## src/rtl/multicycle_sequencer.sv

```systemverilog
// Control FSM for the multi-cycle RV32I core: fetch/decode/execute/memory/writeback
// sequencing, shared memory port handshake, trap entry, bus watchdog and instret.
module multicycle_sequencer #(
  parameter int MEM_TIMEOUT = 255,
  parameter int CNT_W       = 32
) (
  input  logic             clk,
  input  logic             rst,
  input  logic [3:0]       opcode_i,
  input  logic [3:0]       sys_kind_i,
  input  logic             branch_taken_i,
  input  logic             mem_gnt_i,
  input  logic             mem_rvalid_i,
  output logic             mem_req_o,
  output logic             mem_we_o,
  output logic             mem_addr_sel_o,
  output logic             ir_we_o,
  output logic             rf_we_o,
  output logic [1:0]       rf_src_o,
  output logic             csr_we_o,
  output logic             pc_we_o,
  output logic [1:0]       pc_sel_o,
  output logic             trap_valid_o,
  output logic [1:0]       trap_cause_o,
  output logic [CNT_W-1:0] instret_o,
  output logic [2:0]       state_o
);

  typedef enum logic [2:0] {
    S_FETCH  = 3'd0,
    S_FWAIT  = 3'd1,
    S_DECODE = 3'd2,
    S_EXEC   = 3'd3,
    S_MEM    = 3'd4,
    S_MWAIT  = 3'd5,
    S_WB     = 3'd6,
    S_TRAP   = 3'd7
  } state_t;

  localparam logic [3:0] OP_INVALID = 4'd0;
  localparam logic [3:0] OP_JAL     = 4'd3;
  localparam logic [3:0] OP_JALR    = 4'd4;
  localparam logic [3:0] OP_BRANCH  = 4'd5;
  localparam logic [3:0] OP_LOAD    = 4'd6;
  localparam logic [3:0] OP_STORE   = 4'd7;
  localparam logic [3:0] OP_FENCE   = 4'd10;
  localparam logic [3:0] OP_SYSTEM  = 4'd11;

  localparam logic [3:0] SYS_ECALL  = 4'd1;
  localparam logic [3:0] SYS_EBREAK = 4'd2;

  localparam logic [1:0] CAUSE_ILLEGAL = 2'd0;
  localparam logic [1:0] CAUSE_ECALL   = 2'd1;
  localparam logic [1:0] CAUSE_EBREAK  = 2'd2;
  localparam logic [1:0] CAUSE_TIMEOUT = 2'd3;

  localparam int              WD_W    = $clog2(MEM_TIMEOUT + 1);
  localparam logic [WD_W-1:0] WD_LAST = WD_W'(MEM_TIMEOUT - 1);

  state_t            r_state;
  state_t            w_next;
  logic [WD_W-1:0]   r_wdog;
  logic [CNT_W-1:0]  r_instret;
  logic [1:0]        r_cause;
  logic [1:0]        w_cause;
  logic              w_retire;
  logic              w_wd_hit;
  logic              w_illegal;

  logic       w_mem_req, w_mem_we, w_addr_sel, w_ir_we, w_rf_we, w_csr_we, w_pc_we, w_trap_valid;
  logic [1:0] w_rf_src, w_pc_sel;

  assign w_wd_hit  = (r_wdog == WD_LAST);
  assign w_illegal = (opcode_i == OP_INVALID) || (opcode_i >= 4'd12) ||
                     ((opcode_i == OP_SYSTEM) && ((sys_kind_i == 4'd0) || (sys_kind_i >= 4'd9)));

  always_comb begin
    w_next       = r_state;
    w_cause      = CAUSE_ILLEGAL;
    w_retire     = 1'b0;
    w_mem_req    = 1'b0;
    w_mem_we     = 1'b0;
    w_addr_sel   = 1'b0;
    w_ir_we      = 1'b0;
    w_rf_we      = 1'b0;
    w_rf_src     = 2'd0;
    w_csr_we     = 1'b0;
    w_pc_we      = 1'b0;
    w_pc_sel     = 2'd0;
    w_trap_valid = 1'b0;
    case (r_state)
      S_FETCH: begin
        w_mem_req = 1'b1;
        if (mem_gnt_i) begin
          w_next = S_FWAIT;
        end else if (w_wd_hit) begin
          w_next  = S_TRAP;
          w_cause = CAUSE_TIMEOUT;
        end
      end
      S_FWAIT: begin
        if (mem_rvalid_i) begin
          w_ir_we = 1'b1;
          w_next  = S_DECODE;
        end else if (w_wd_hit) begin
          w_next  = S_TRAP;
          w_cause = CAUSE_TIMEOUT;
        end
      end
      S_DECODE: begin
        if (w_illegal) begin
          w_next  = S_TRAP;
          w_cause = CAUSE_ILLEGAL;
        end else if ((opcode_i == OP_SYSTEM) && (sys_kind_i == SYS_ECALL)) begin
          w_next  = S_TRAP;
          w_cause = CAUSE_ECALL;
        end else if ((opcode_i == OP_SYSTEM) && (sys_kind_i == SYS_EBREAK)) begin
          w_next  = S_TRAP;
          w_cause = CAUSE_EBREAK;
        end else if (opcode_i == OP_FENCE) begin
          w_next = S_WB;
        end else begin
          w_next = S_EXEC;
        end
      end
      S_EXEC: begin
        if ((opcode_i == OP_LOAD) || (opcode_i == OP_STORE)) begin
          w_next = S_MEM;
        end else if (opcode_i == OP_BRANCH) begin
          // Branches retire straight from EXEC; the comparator picks the PC source.
          w_pc_we  = 1'b1;
          w_pc_sel = branch_taken_i ? 2'd1 : 2'd0;
          w_retire = 1'b1;
          w_next   = S_FETCH;
        end else begin
          w_next = S_WB;
        end
      end
      S_MEM: begin
        w_mem_req  = 1'b1;
        w_addr_sel = 1'b1;
        w_mem_we   = (opcode_i == OP_STORE);
        if (mem_gnt_i) begin
          w_next = S_MWAIT;
        end else if (w_wd_hit) begin
          w_next  = S_TRAP;
          w_cause = CAUSE_TIMEOUT;
        end
      end
      S_MWAIT: begin
        if (mem_rvalid_i) begin
          if (opcode_i == OP_STORE) begin
            w_pc_we  = 1'b1;
            w_retire = 1'b1;
            w_next   = S_FETCH;
          end else begin
            w_next = S_WB;
          end
        end else if (w_wd_hit) begin
          w_next  = S_TRAP;
          w_cause = CAUSE_TIMEOUT;
        end
      end
      S_WB: begin
        w_pc_we  = 1'b1;
        w_retire = 1'b1;
        w_next   = S_FETCH;
        case (opcode_i)
          OP_JAL, OP_JALR: begin
            w_pc_sel = 2'd1;
            w_rf_we  = 1'b1;
            w_rf_src = 2'd2;
          end
          OP_LOAD: begin
            w_rf_we  = 1'b1;
            w_rf_src = 2'd1;
          end
          OP_SYSTEM: begin
            w_rf_we  = 1'b1;
            w_rf_src = 2'd3;
            w_csr_we = 1'b1;
          end
          OP_FENCE: ;
          default: w_rf_we = 1'b1;
        endcase
      end
      S_TRAP: begin
        w_trap_valid = 1'b1;
        w_pc_we      = 1'b1;
        w_pc_sel     = 2'd2;
        w_next       = S_FETCH;
      end
      default: w_next = S_FETCH;
    endcase
  end

  // Only the wait states ever self-loop, so a state change is exactly "left a wait state".
  always_ff @(posedge clk) begin
    if (rst) begin
      r_state   <= S_FETCH;
      r_wdog    <= '0;
      r_instret <= '0;
      r_cause   <= CAUSE_ILLEGAL;
    end else begin
      r_state <= w_next;
      r_wdog  <= (w_next == r_state) ? r_wdog + 1'b1 : '0;
      if (w_retire) begin
        r_instret <= r_instret + 1'b1;
      end
      if (w_next == S_TRAP) begin
        r_cause <= w_cause;
      end
    end
  end

  // Reset forces every output low, including any handshake in flight.
  assign mem_req_o      = !rst && w_mem_req;
  assign mem_we_o       = !rst && w_mem_we;
  assign mem_addr_sel_o = !rst && w_addr_sel;
  assign ir_we_o        = !rst && w_ir_we;
  assign rf_we_o        = !rst && w_rf_we;
  assign rf_src_o       = rst ? 2'd0 : w_rf_src;
  assign csr_we_o       = !rst && w_csr_we;
  assign pc_we_o        = !rst && w_pc_we;
  assign pc_sel_o       = rst ? 2'd0 : w_pc_sel;
  assign trap_valid_o   = !rst && w_trap_valid;
  assign trap_cause_o   = (!rst && (r_state == S_TRAP)) ? r_cause : 2'd0;
  assign instret_o      = rst ? '0 : r_instret;
  assign state_o        = rst ? 3'd0 : r_state;

endmodule

```

## config.mk

```make
export PLATFORM = sky130hd
export DESIGN_NAME = multicycle_sequencer
export DESIGN_NICKNAME = d
export VERILOG_FILES = /design/src/rtl/multicycle_sequencer.sv
export SDC_FILE = /design/constraint.sdc
export NUM_CORES = 1
export LEC_CHECK = 0
export CAP_MARGIN = 20
export CORE_MARGIN = 3
export CORE_UTILIZATION = 45
export CTS_CLUSTER_SIZE = 24
export DETAILED_ROUTE_END_ITERATION = 16
export GPL_TIMING_DRIVEN = 0
export HOLD_SLACK_MARGIN = 0.03
export PLACE_DENSITY = 0.74
export SKIP_LAST_GASP = 1
export SLEW_MARGIN = 20
export SYNTH_ARGS = -nofsm -noshare
export SYNTH_HDL_FRONTEND = slang
export SYNTH_SLANG_ARGS = --single-unit
```

## constraint.sdc

```tcl
create_clock -name clk -period 3.1 [get_ports clk]
set_clock_uncertainty 0.05 [all_clocks]
set_input_delay 0.31 -clock clk [delete_from_list [all_inputs] [get_ports clk]]
set_output_delay 0.31 -clock clk [all_outputs]
set_load 0.005 [all_outputs]
```

Yosys cells after proc, flatten, opt, wreduce, memory -nomap -nowiden
Index checks and enable logic that the tools add are counted.
{ "word_totals": {"input_bits": 13, "output_inout_bits": 49, "regBits": 45} }
{ "classes": {"add_sub_neg": 2, "magnitude_cmp": 2, "eq_ne": 19, "n_reduce_logical": 25, "bitwise_logic": 1, "muxes": 48} }
{ "op_table": {"columns": ["cell", "count"], "rows": [
  ["two-way mux 3 bit", 13],
  ["adder 32 x 1 -> 32 bit, second input constant", 1],
  ["two-way mux 32 bit", 1],
  ["one-hot mux 3 bit (7 select lines)", 1],
  ["two-way mux 2 bit", 10],
  ["two-way mux 1 bit", 18],
  ["one-hot mux 2 bit (3 select lines)", 3],
  ["equality test 4 x 3 -> 1 bit, second input constant", 4],
  ["equality test 3 bit, second input constant", 5],
  ["logical AND 1 bit", 12],
  ["OR reduction 2 bit", 5],
  ["adder 8 x 1 -> 8 bit, second input constant", 1],
  ["equality test 4 x 2 -> 1 bit, second input constant", 2],
  ["equality test 4 bit, second input constant", 2],
  ["equality test 8 bit, second input constant", 1],
  ["greater-or-equal comparator 4 bit, second input constant", 2],
  ["logical NOT 4 bit", 2],
  ["equality test 3 x 2 -> 1 bit, second input constant", 2],
  ["one-hot mux 1 bit (3 select lines)", 2],
  ["equality test 4 x 1 -> 1 bit, second input constant", 1],
  ["logical OR 1 bit", 4],
  ["equality test 3 x 1 -> 1 bit, second input constant", 1],
  ["equality test 3 bit", 1],
  ["logical NOT 3 bit", 1],
  ["other kinds (2)", 2]
]} }

Logic depth before layout (Yosys ltp)
{ "logic_depth": {"ltp_word": 9, "depth_mapped": 8, "ltp_nobuf": 7} }

Worst setup path after synthesis
No wires, ideal clock.
{ "synth_timing": {"kind": "in2reg", "startpoint": "in opcode_i[3]", "endpoint": "reg r_instret[19]", "setup_ps": 121, "slack_ps": 861, "path_buffers": 2, "arrival_time_ps": 2068, "path_stages": 7, "cell_sequence": "buf_2 and4b_1 a41oi_4 or3_4 buf_6 nor4_1 mux2_2"} }
{ "synth_between": {"elab_chain_cells": 4} }
{ "synth_rtl": {"columns": ["item", "line", "text"], "rows": [
  ["from (decl)", "9", "input logic [3:0] opcode_i,"],
  ["equality test 4 x 3 -> 1 bit (on tied branches)", "127, 152, 129", null],
  ["two-way mux 1 bit (tied with other cells)", "152", "if (opcode_i == OP_STORE) begin"],
  ["two-way mux 1 bit (on tied branches)", "151, 127", null],
  ["one-hot mux 1 bit (3 select lines) *", "91", "case (r_state)"],
  ["to (signal assigned)", "208", "r_instret <= r_instret + 1'b1;"],
  ["to (decl)", "63", "logic [CNT_W-1:0] r_instret;"]
]} }
Every way passes the cells marked *; elsewhere a longest branch is shown, timed or not.
A chain may end at the register's enable or synchronous reset.

Final worst setup path
{ "layout_timing": {"startpoint": "in rst", "endpoint": "out instret_o[30]"} }
{ "layout_between": {"elab_chain_cells": 1} }
{ "layout_rtl": {"columns": ["item", "line", "text"], "rows": [
  ["from (decl)", "8", "input logic rst,"],
  ["two-way mux 32 bit", "228", "assign instret_o = rst ? '0 : r_instret;"],
  ["to (decl)", "25", "output logic [CNT_W-1:0] instret_o,"]
]} }
Every way passes these cells.

==> summary by stage <==
Run status
The run finished with clean final reports.

Power and ir drop
The part of the power in combinational logic is between 30% and 40%. For this design the ratio of total power to cell area is 448 nW/µm². The static leakage is 1.18 nW. The part of the power in the clock network is approximately 28%. Registers are responsible for 39.3% of the overall power. Summed over all nets, the switching power comes to roughly 0.6 mW.

Net switching is a little over a third of the power. Internal power comes to roughly 1.1 mW. VDD sags by at most 227 µV.

Die
The area of the core region is 6060 µm². The die area is between 7000 and 8000 µm². The number of placement rows is 28. For this design the top-level I/O count stands at 62. The die is approximately 86 µm tall. The die span in x is around 86 µm. The initial utilization of the core area, before any placement, comes to between 40% and 50%.

Detailed routing
In the routed design, unresolved DRC markers number 0. The via density per instance is around 6. The pre-antenna-repair detailed-routing pass consisted of 5 iterations.

The detail route stage leaves a number of antenna-violating nets equal to 0. The initial DRC count is 175. The final layout contains routed wiring with a total length of 7740 µm. After detailed routing, the average wire length per cell comes to around 15 µm. The detailed router placed between 2000 and 3000 vias in this run.

Placement
Before CTS, the worst setup slack after placement is -0.0762 ns. The half-perimeter wire length after detailed placement is between 5000 and 6000 µm. The total placed cells including tap cells is between 400 and 500. At the end of routability-driven placement, the weighted congestion stood at about 0.9. The count of buffers added on input and output ports is 58.

Timing
Of the available clock period, the critical path in the final layout requires between 90% and 100%. Across all hold checks on the routed design, the worst slack comes to roughly 0.45 ns. The worst setup slack after layout is 0.254 ns. The worst pin sits at a relative slew slack of between 50 and 60%. The count of endpoints failing setup in the final report is 0. The max-slew violation count is 0.

The slew of the pin with the lowest slew margin is between 0.6 and 0.7 ns. The accumulated negative setup slack is 0 ns. The total count of hold-check failures in the final report was 0.

Derived from the worst setup path, the maximum achievable clock frequency is about 350 MHz. The final critical path time including I/O delays and setup is 2.85 ns. Setup repair after global routing left no endpoint under its margin.

Cells and area
From synthesis to final layout, the design area changed by 27.3%. The repair_antennas step left the layout with diodes totalling 0. The filler cells instantiated in the layout total approximately 560. Leaving out fill and tap cells, the most frequent cells in the layout are clkdlybuf4s50_1, dfxtp_1, nor2_1, nor2b_1, a21oi_1. The share of layout cells above drive strength 1 is ~9.0%. The most common cell after layout, fill and taps aside is clkdlybuf4s50_1.

The post-route non-filler standard cell count is slightly above 500. After the last flow step, the layout net total stands at approximately 450.

Synth
The warning count from the yosys run is 0. Summed over all instances, the cell type with the most area after synthesis is dfxtp_1. In this run, synthesis inferred 0 flip-flops with an integrated enable.

In the synthesized netlist the dominant register cell turns out to be dfxtp_1. The synthesized design devotes to its leading area cell type ~31% of total area. A synthesized cell averages a little under 8 µm². Of all flip-flops after synthesis, the portion carrying an async set or reset was 0%. The mapped cell area is between 2000 and 3000 µm².

The synthesized instance count is 366. In this run, synthesis produced a sequential element count of between 40 and 50. Sequential elements use a little under a third of the synthesized area. The number of distinct library cells after synthesis is 59. Synthesis produced a netlist with a net count of between 300 and 400. Yosys attributes the largest share of cell area to dfxtp_1, nor2b_1, or4_1.

Setup path
Counting cells, the worst reg-to-reg path comes to 7. The data required time at the worst endpoint is 2.74 ns. The register-to-register setup slack is approximately 0.6 ns.

The critical path arrival is around 2.5 ns. The critical path goes through clkdlybuf4s50_1 > clkbuf_1 > clkbuf_2 > clkbuf_2 > nor2_1 > clkdlybuf4s50_1. The capture instance of the worst register-to-register path is r_instret[31].

The number of cells on the critical path is 6. The most critical setup path has its startpoint at rst. The critical path start-end classification is in2out. The delay contributed by the slowest stage of the critical path is 0.52 ns. The startpoint identified for the worst register-to-register timing path is r_state[2].

In this run the worst path has a maximum fanout of 10. The worst-path cell with the longest stage delay is clkdlybuf4s50_1. The worst setup path is launched from an input pin. The termination of the worst setup path is instret_o[30]. The critical path contains buffers and inverters numbering 5 combined. Broken down by cell family, the worst path's largest delay share belongs to buffers and inverters. The endpoint type of the worst setup path is an output pin.

Min path
The path category of the worst min-delay check is reg2reg.

CTS
The number of clock buffers added by TritonCTS is 5. CTS built an H-tree with a depth of 2. Clock-pin slew was measured on the worst setup and hold paths at roughly 0.080 ns. The CTS tree is yes.

Clock tree synthesis found a total of 45 sinks. The clock network latency to the later pin of the worst-skew pair is 0.30 ns. The clock passes through at most 2 buffers. The CTS root buffer is clkbuf_8.

GRT
The number of global-route vias before repair is roughly 2800. The wire length of the first global-routing pass is ~13000 µm. The initial antenna violation count is 0. The total routing usage reported by global routing is roughly 22%. The total global routing overflow is 0. The maximum number of pins on one net before global-route repair is 15.

Job
The number of max-cap violations is 0.
==> worst min-delay path by stage <==
stage                   from  cells after the start  slack, ns            end
6_report       r_instret[29]                      2       0.45  r_instret[29]
3_5_place_dp   r_instret[29]                      2       0.43  r_instret[29]
3_3_place_gp   r_instret[30]                      2       0.41  r_instret[30]
2_1_floorplan  r_instret[30]                      2       0.40  r_instret[30]
4_1_cts        r_instret[29]                      2       0.45  r_instret[29]
5_1_grt        r_instret[29]                      2       0.47  r_instret[29]
==> per-layer routing <==
layer | vias up | share of wire (%) | GRT usage [%]
li1 | 1476 | - | -
met1 | 1368 | 45 | 29.0
met2 | 105 | 47 | 35.7
met3 | 8 | 6.4 | 4.56
met4 | 0 | 1.1 | 5.52
met5 | - | 0 | 0
==> stage by stage <==
| stage | cell area, µm² | total power, mW | util, % |
|---|---|---|---|
| 6_report | 3680 | 1.65 | 60.8 |
| 3_5_place_dp | 3570 | 1.19 | 58.9 |
| 5_1_grt | 3680 | 1.75 | 60.8 |
| 4_1_cts | 3680 | 1.64 | 60.8 |
| 2_1_floorplan | 2900 | 1.03 | - |
| 3_3_place_gp | 3570 | 1.19 | 58.9 |
==> kinds of logic after synthesis <==
kind of cell / Yosys count / share of synthesized area [%]
compound gates: 74 / 17.4
xor+xnor: 13 / 3.93
buf+inv: 36 / 5.62
simple gates: 189 / 38.3
mux: 6 / 2.29
flops: 45 / 31.1
fa+ha+maj: 3 / 1.30
==> power groups by stage <==
stage               Sequential (mW)  Combinational, mW  Clock (mW)
CTS                           0.648              0.535       0.461
global placement              0.661              0.530           0
detailed placement            0.662              0.533           0
floorplan                     0.653              0.377           0
global route                  0.656              0.609       0.487
finish                        0.649              0.544       0.457
==> synth_stat cells, types with 6 or more instances <==
master	instances
a21oi_1	26
clkbuf_1	12
dfxtp_1	45
inv_1	10
nand2_1	19
nand3_1	15
nand4_1	8
nor2_1	33
nor2b_1	33
nor3_1	15
nor4_1	7
o21ai_0	12
o31ai_1	13
or3_1	6
or4_1	18
xnor2_1	6
xor2_1	7
==> area by class of cell <==
type / count / area, µm² / share of cell area, %
clock inverters: 2 / 38.8 / 1.05
clock buffers: 6 / 72.6 / 1.97
repair buffers: 58 / 581 / 15.8
well taps: 75 / 93.8 / 2.55
multi-input cells: 285 / 1830 / 49.7
plain buffers: 25 / 125 / 3.40
flip-flops and latches: 45 / 901 / 24.4
inverters: 11 / 41.3 / 1.12
==> state kept, by name, indices dropped and copies added (netlist names) <==
name,count
r_wdog,8
r_cause,2
r_instret,32
r_state,3
==> tightest hold or removal path, cell delays in order (launching register included) <==
cell and delay, ns:
dfxtp_1 0.34, o31ai_1 0.07, a21oi_1 0.05
==> what timing repair did <==
action / CTS / global route
gates resized for setup: 1 / 2
pin swaps: 0 / 0
hold buffers: 0 / 0
setup buffers: 0 / 0
endpoints found under the setup margin: 6 / 8
Power figures use the tool's default switching activity.
==> variant 1, RTL diff (same flow settings) <==
The parameter `MEM_TIMEOUT` goes from 255 to 510.
--- a/src/rtl/multicycle_sequencer.sv
+++ b/src/rtl/multicycle_sequencer.sv
@@ -1,7 +1,7 @@
 // Control FSM for the multi-cycle RV32I core: fetch/decode/execute/memory/writeback
 // sequencing, shared memory port handshake, trap entry, bus watchdog and instret.
 module multicycle_sequencer #(
-  parameter int MEM_TIMEOUT = 255,
+  parameter int MEM_TIMEOUT = 510,
   parameter int CNT_W       = 32
 ) (
   input  logic             clk,
Behaviour: same outputs for any inputs over 10 cycles, from zero or initial values and one cycle with rst high; that may be too few to reach the edited logic, so the function may still have changed.
==> variant 1 against the original RTL <==
  * Utilization decreased by 0.37 points
  * Worst setup slack improved by 79 ps
  * Cell area down 0.61%
  * Total power is 7.9% lower
  * Cell count unchanged
  * Sequential cell count grew 1
  * Area after synthesis is 0.26% lower
  * Wire length down 9.3%
  * Count of clock-buffer cells in the layout did not move
  * Non-clock buffer count shrank 4
  * Via count is 6.7% lower
  * Sequential share of layout area up 0.70 points
  * Largest power group unchanged
==> variant 1: results <==
group,metric,value,unit
status,outcome,"finished, final reports clean",
grt,grt_use_met1,27.8,%
routing,viasPerCell,5.44,
yosys,synthCells,365,
worst_setup_path,r2r-end,"r_cause[0]",
yosys,ys_types,55,
grt,grt_pass1_vias,2492,
yosys,synthTopCellsByArea,"dfxtp_1, nor2_1, xnor2_1",
routing,first_iter_violations,250,
cells_and_area,num-nets-final,448,
sta,slew_headroom,53.5,%
routing,wl_met1,3430,um
clock_tree,postCtsResizedCells,0,
grt,grt_max_degree,14,
power_and_ir_drop,p_sw,546,uW
power_and_ir_drop,seq_power,666,uW
power_and_ir_drop,p_leak,0.00122,uW
cells_and_area,layout-drive-gt1-share,7.18,%
power_and_ir_drop,pwr-share-clk,23.1,%
yosys,ys_seq_area_share,31.9,%
yosys,synth_common_cells,"nor2_1, dfxtp_1, nor2b_1",
min_path,hold_start,"r_cause[0]",
min_path,whs_endpoint,"r_cause[0]",
yosys,synth_fp_nets,381,
grt,grt_util_met3,3.46,%
placement,gp_congestion,0.938,
routing,wl_met2,3040,um
routing,wire_per_inst,13.8,um
worst_setup_path,crit_end,"pc_sel_o[0]",
worst_setup_path,critical-path-max-stage-delay,590,ps
grt,use_met2,29.8,%
routing,routed-wl-met3,461,um
worst_setup_path,r2r_start,"r_wdog[0]",
routing,vias,2760,
power_and_ir_drop,ir_drop,253,uV
-- variant 1: changes by cell type in the layout (fill, tap and decap cells not counted), moves of 4 or more --
cell,change
or4_1,-18
a31oi_1,+6
clkbuf_2,-5
a21oi_1,-17
nor3_1,+4
xnor2_1,+19
o31ai_1,-13
nor2_1,+31
nand2_1,+8
-- variant 1: area by class of cell --
| class | instances | area (um^2) |
|---|---|---|
| Buffer | 19 | 105 |
| Sequential cell | 46 | 921 |
| Clock inverter | 1 | 7.51 |
| Fill cell | 555 | 2400 |
| Multi-Input combinational cell | 288 | 1820 |
| Inverter | 12 | 45.0 |
| Timing Repair Buffer | 60 | 601 |
| Tap cell | 75 | 93.8 |
| Clock buffer | 6 | 72.6 |
-- variant 1: cells by family (layout without fill, tap and decap cells) --
logic type	count (synthesis)	count (layout)	share of synthesized area, %
AND/OR/NAND/NOR	205	205	39.3
flip-flops	46	46	31.9
AO/OA/AOI/OAI	42	42	10.6
XOR/XNOR	35	35	10.6
buffers and inverters	31	98	5.20
adder cells (fa/ha/maj)	3	3	1.30
multiplexers	3	3	1.13
-- variant 1: stage by stage --
step / area [um^2] / power [uW] / hold WS, ps / setup slack (ps) / utilization (%)
floorplan: 2890 / 1010 / 381 / 1200 / -
global placement: 3580 / 1170 / 389 / 393 / 59.1
detailed placement: 3580 / 1170 / 418 / 367 / 59.1
CTS: 3660 / 1530 / 430 / 357 / 60.4
global route: 3660 / 1600 / 463 / 242 / 60.4
finish: 3660 / 1520 / 424 / 333 / 60.4
-- variant 1: worst reg2reg max path, cell delays in order, from the launching register on --
cell and delay, ps:
dfxtp_1 410, ha_1 170, nand4_1 130, or2_1 280, o41ai_1 330, a311oi_1 130
nor4_1 540, o22ai_1 170
==> variant 2, RTL diff (same flow settings) <==
Without the edit above. Reset style: asynchronous (`rst`), changed in one clocked block.
--- a/src/rtl/multicycle_sequencer.sv
+++ b/src/rtl/multicycle_sequencer.sv
@@ -195,7 +195,7 @@
   end
 
   // Only the wait states ever self-loop, so a state change is exactly "left a wait state".
-  always_ff @(posedge clk) begin
+  always_ff @(posedge clk or posedge rst) begin
     if (rst) begin
       r_state   <= S_FETCH;
       r_wdog    <= '0;
Behaviour: no difference found for any inputs over 10 cycles, from zero or initial values and one cycle with rst high; that may be too few to reach the edited logic, so the function may still have changed.
==> variant 2 against the original RTL <==
  * Critical path type is now register to output port
  * Cell area is 1.6% higher
  * Wire length is 12% lower
  * Worst setup slack better by 55 ps
  * Combinational power is 60% higher
  * Sequential cell count stayed put
  * Total power is 20% higher
  * Clock power is 23% lower
  * Critical endpoint is now trap_cause_o[1]
  * Area after synthesis is 1.6% higher
==> variant 2: results <==
group,metric,value,unit
sta,hold_ws,187,ps
routing,wl_met1,3260,um
grt,grt_use_met1,28.5,%
worst_setup_path,r2r-end,"r_wdog[2]",
power_and_ir_drop,p_leak,0.00160,uW
sta,slew_headroom,58.3,%
placement,post-dp-hpwl,5000,um
yosys,synthCells,310,
routing,first_iter_violations,131,
sta,period_needed,2790,ps
grt,grt_pass1_wl,11800,um
yosys,ys_seq_area_share,38.3,%
worst_setup_path,r2r_slack,880,ps
grt,grt_usage,19.4,%
worst_setup_path,crit_fanout,10,
min_path,hold_path_class,"input pin to async pin",
clock_tree,postCtsResizedCells,0,
grt,use_met2,29.5,%
worst_setup_path,crit_end,"trap_cause_o[1]",
placement,io_buffers,60,
yosys,ys_async_sr_fraction,100,%
cells_and_area,fillers,510,
power_and_ir_drop,ir_drop,242,uV
routing,drtPass1Iterations,4,
yosys,synth_common_cells,"dfrtp_1, nor2b_1, nand2_1",
status,outcome,"finished, final reports clean",
grt,grt_util_met3,3.69,%
worst_setup_path,r2r_start,"r_wdog[0]",
yosys,synthTopCellsByArea,"dfrtp_1, nor2b_1, xor2_1",
routing,vias,2516,
grt,grt_pass1_vias,2386,
cells_and_area,finalNonFillerCells,454,
routing,wl_met2,3130,um
worst_setup_path,crit_arrival,2430,ps
worst_setup_path,critPathLaunch,"r_state[1]",
cells_and_area,design_area,3740,um^2
clock_tree,clock-root-buffer,"clkbuf_8",
routing,wire_per_inst,15.0,um
placement,pre_cts_ws,512,ps
cells_and_area,layout-drive-gt1-share,11.3,%
grt,grt_max_degree,29,
yosys,ys_types,57,
yosys,synth_fp_nets,326,
cells_and_area,num-nets-final,394,
routing,routed-wl-met3,399,um
yosys,ys.flop_type,"dfrtp_1",
-- variant 2: worst min path at each step --
stage | to | cells past startpoint
after floorplan | r_instret[31] | 1
after global placement | r_instret[31] | 1
after detailed placement | r_instret[31] | 1
after CTS | r_instret[2] | 2
after global routing | r_instret[2] | 2
final | r_instret[2] | 2
-- variant 2: critical path, cell delays in order, from the launching register on --
cell             delay, ps
dfrtp_1                320
buf_2                  190
buf_2                  260
inv_1                  140
nor4_1                 530
and2_1                 200
clkdlybuf4s50_1        500
-- variant 2: metrics by stage --
stage          power [uW]  setup TNS (ps)
6_report             1980               0
5_1_grt              2120               0
4_1_cts              1990               0
3_5_place_dp         1630               0
3_3_place_gp         1620            -248
2_1_floorplan        1350               0
-- variant 2: layout make-up --
| type | instances | share of cell area [%] |
|---|---|---|
| Buffer | 11 | 1.74 |
| Clock buffer | 5 | 1.84 |
| Clock inverter | 3 | 0.468 |
| Inverter | 11 | 1.10 |
| Multi-Input combinational cell | 243 | 45.7 |
| Sequential cell | 45 | 30.1 |
| Tap cell | 75 | 2.51 |
| Timing Repair Buffer | 61 | 16.6 |
-- variant 2: where the power goes --
group / switching [uW] / internal (uW)
combinational: 507 / 362
sequential: 95.8 / 661
clock: 198 / 156
-- variant 2: cells by family (layout without fill, tap and decap cells) --
| logic type | after synthesis | count (layout) | synth area share, % |
|---|---|---|---|
| muxes | 1 | 1 | 0.383 |
| and+or+nand+nor | 164 | 164 | 34.1 |
| xor gates and xnor gates | 37 | 37 | 11.0 |
| adders and majority gates | 3 | 3 | 1.28 |
| DFF | 45 | 45 | 38.3 |
| AOI/OAI and AO/OA | 38 | 38 | 11.3 |
| buffers and inverters | 22 | 91 | 3.61 |
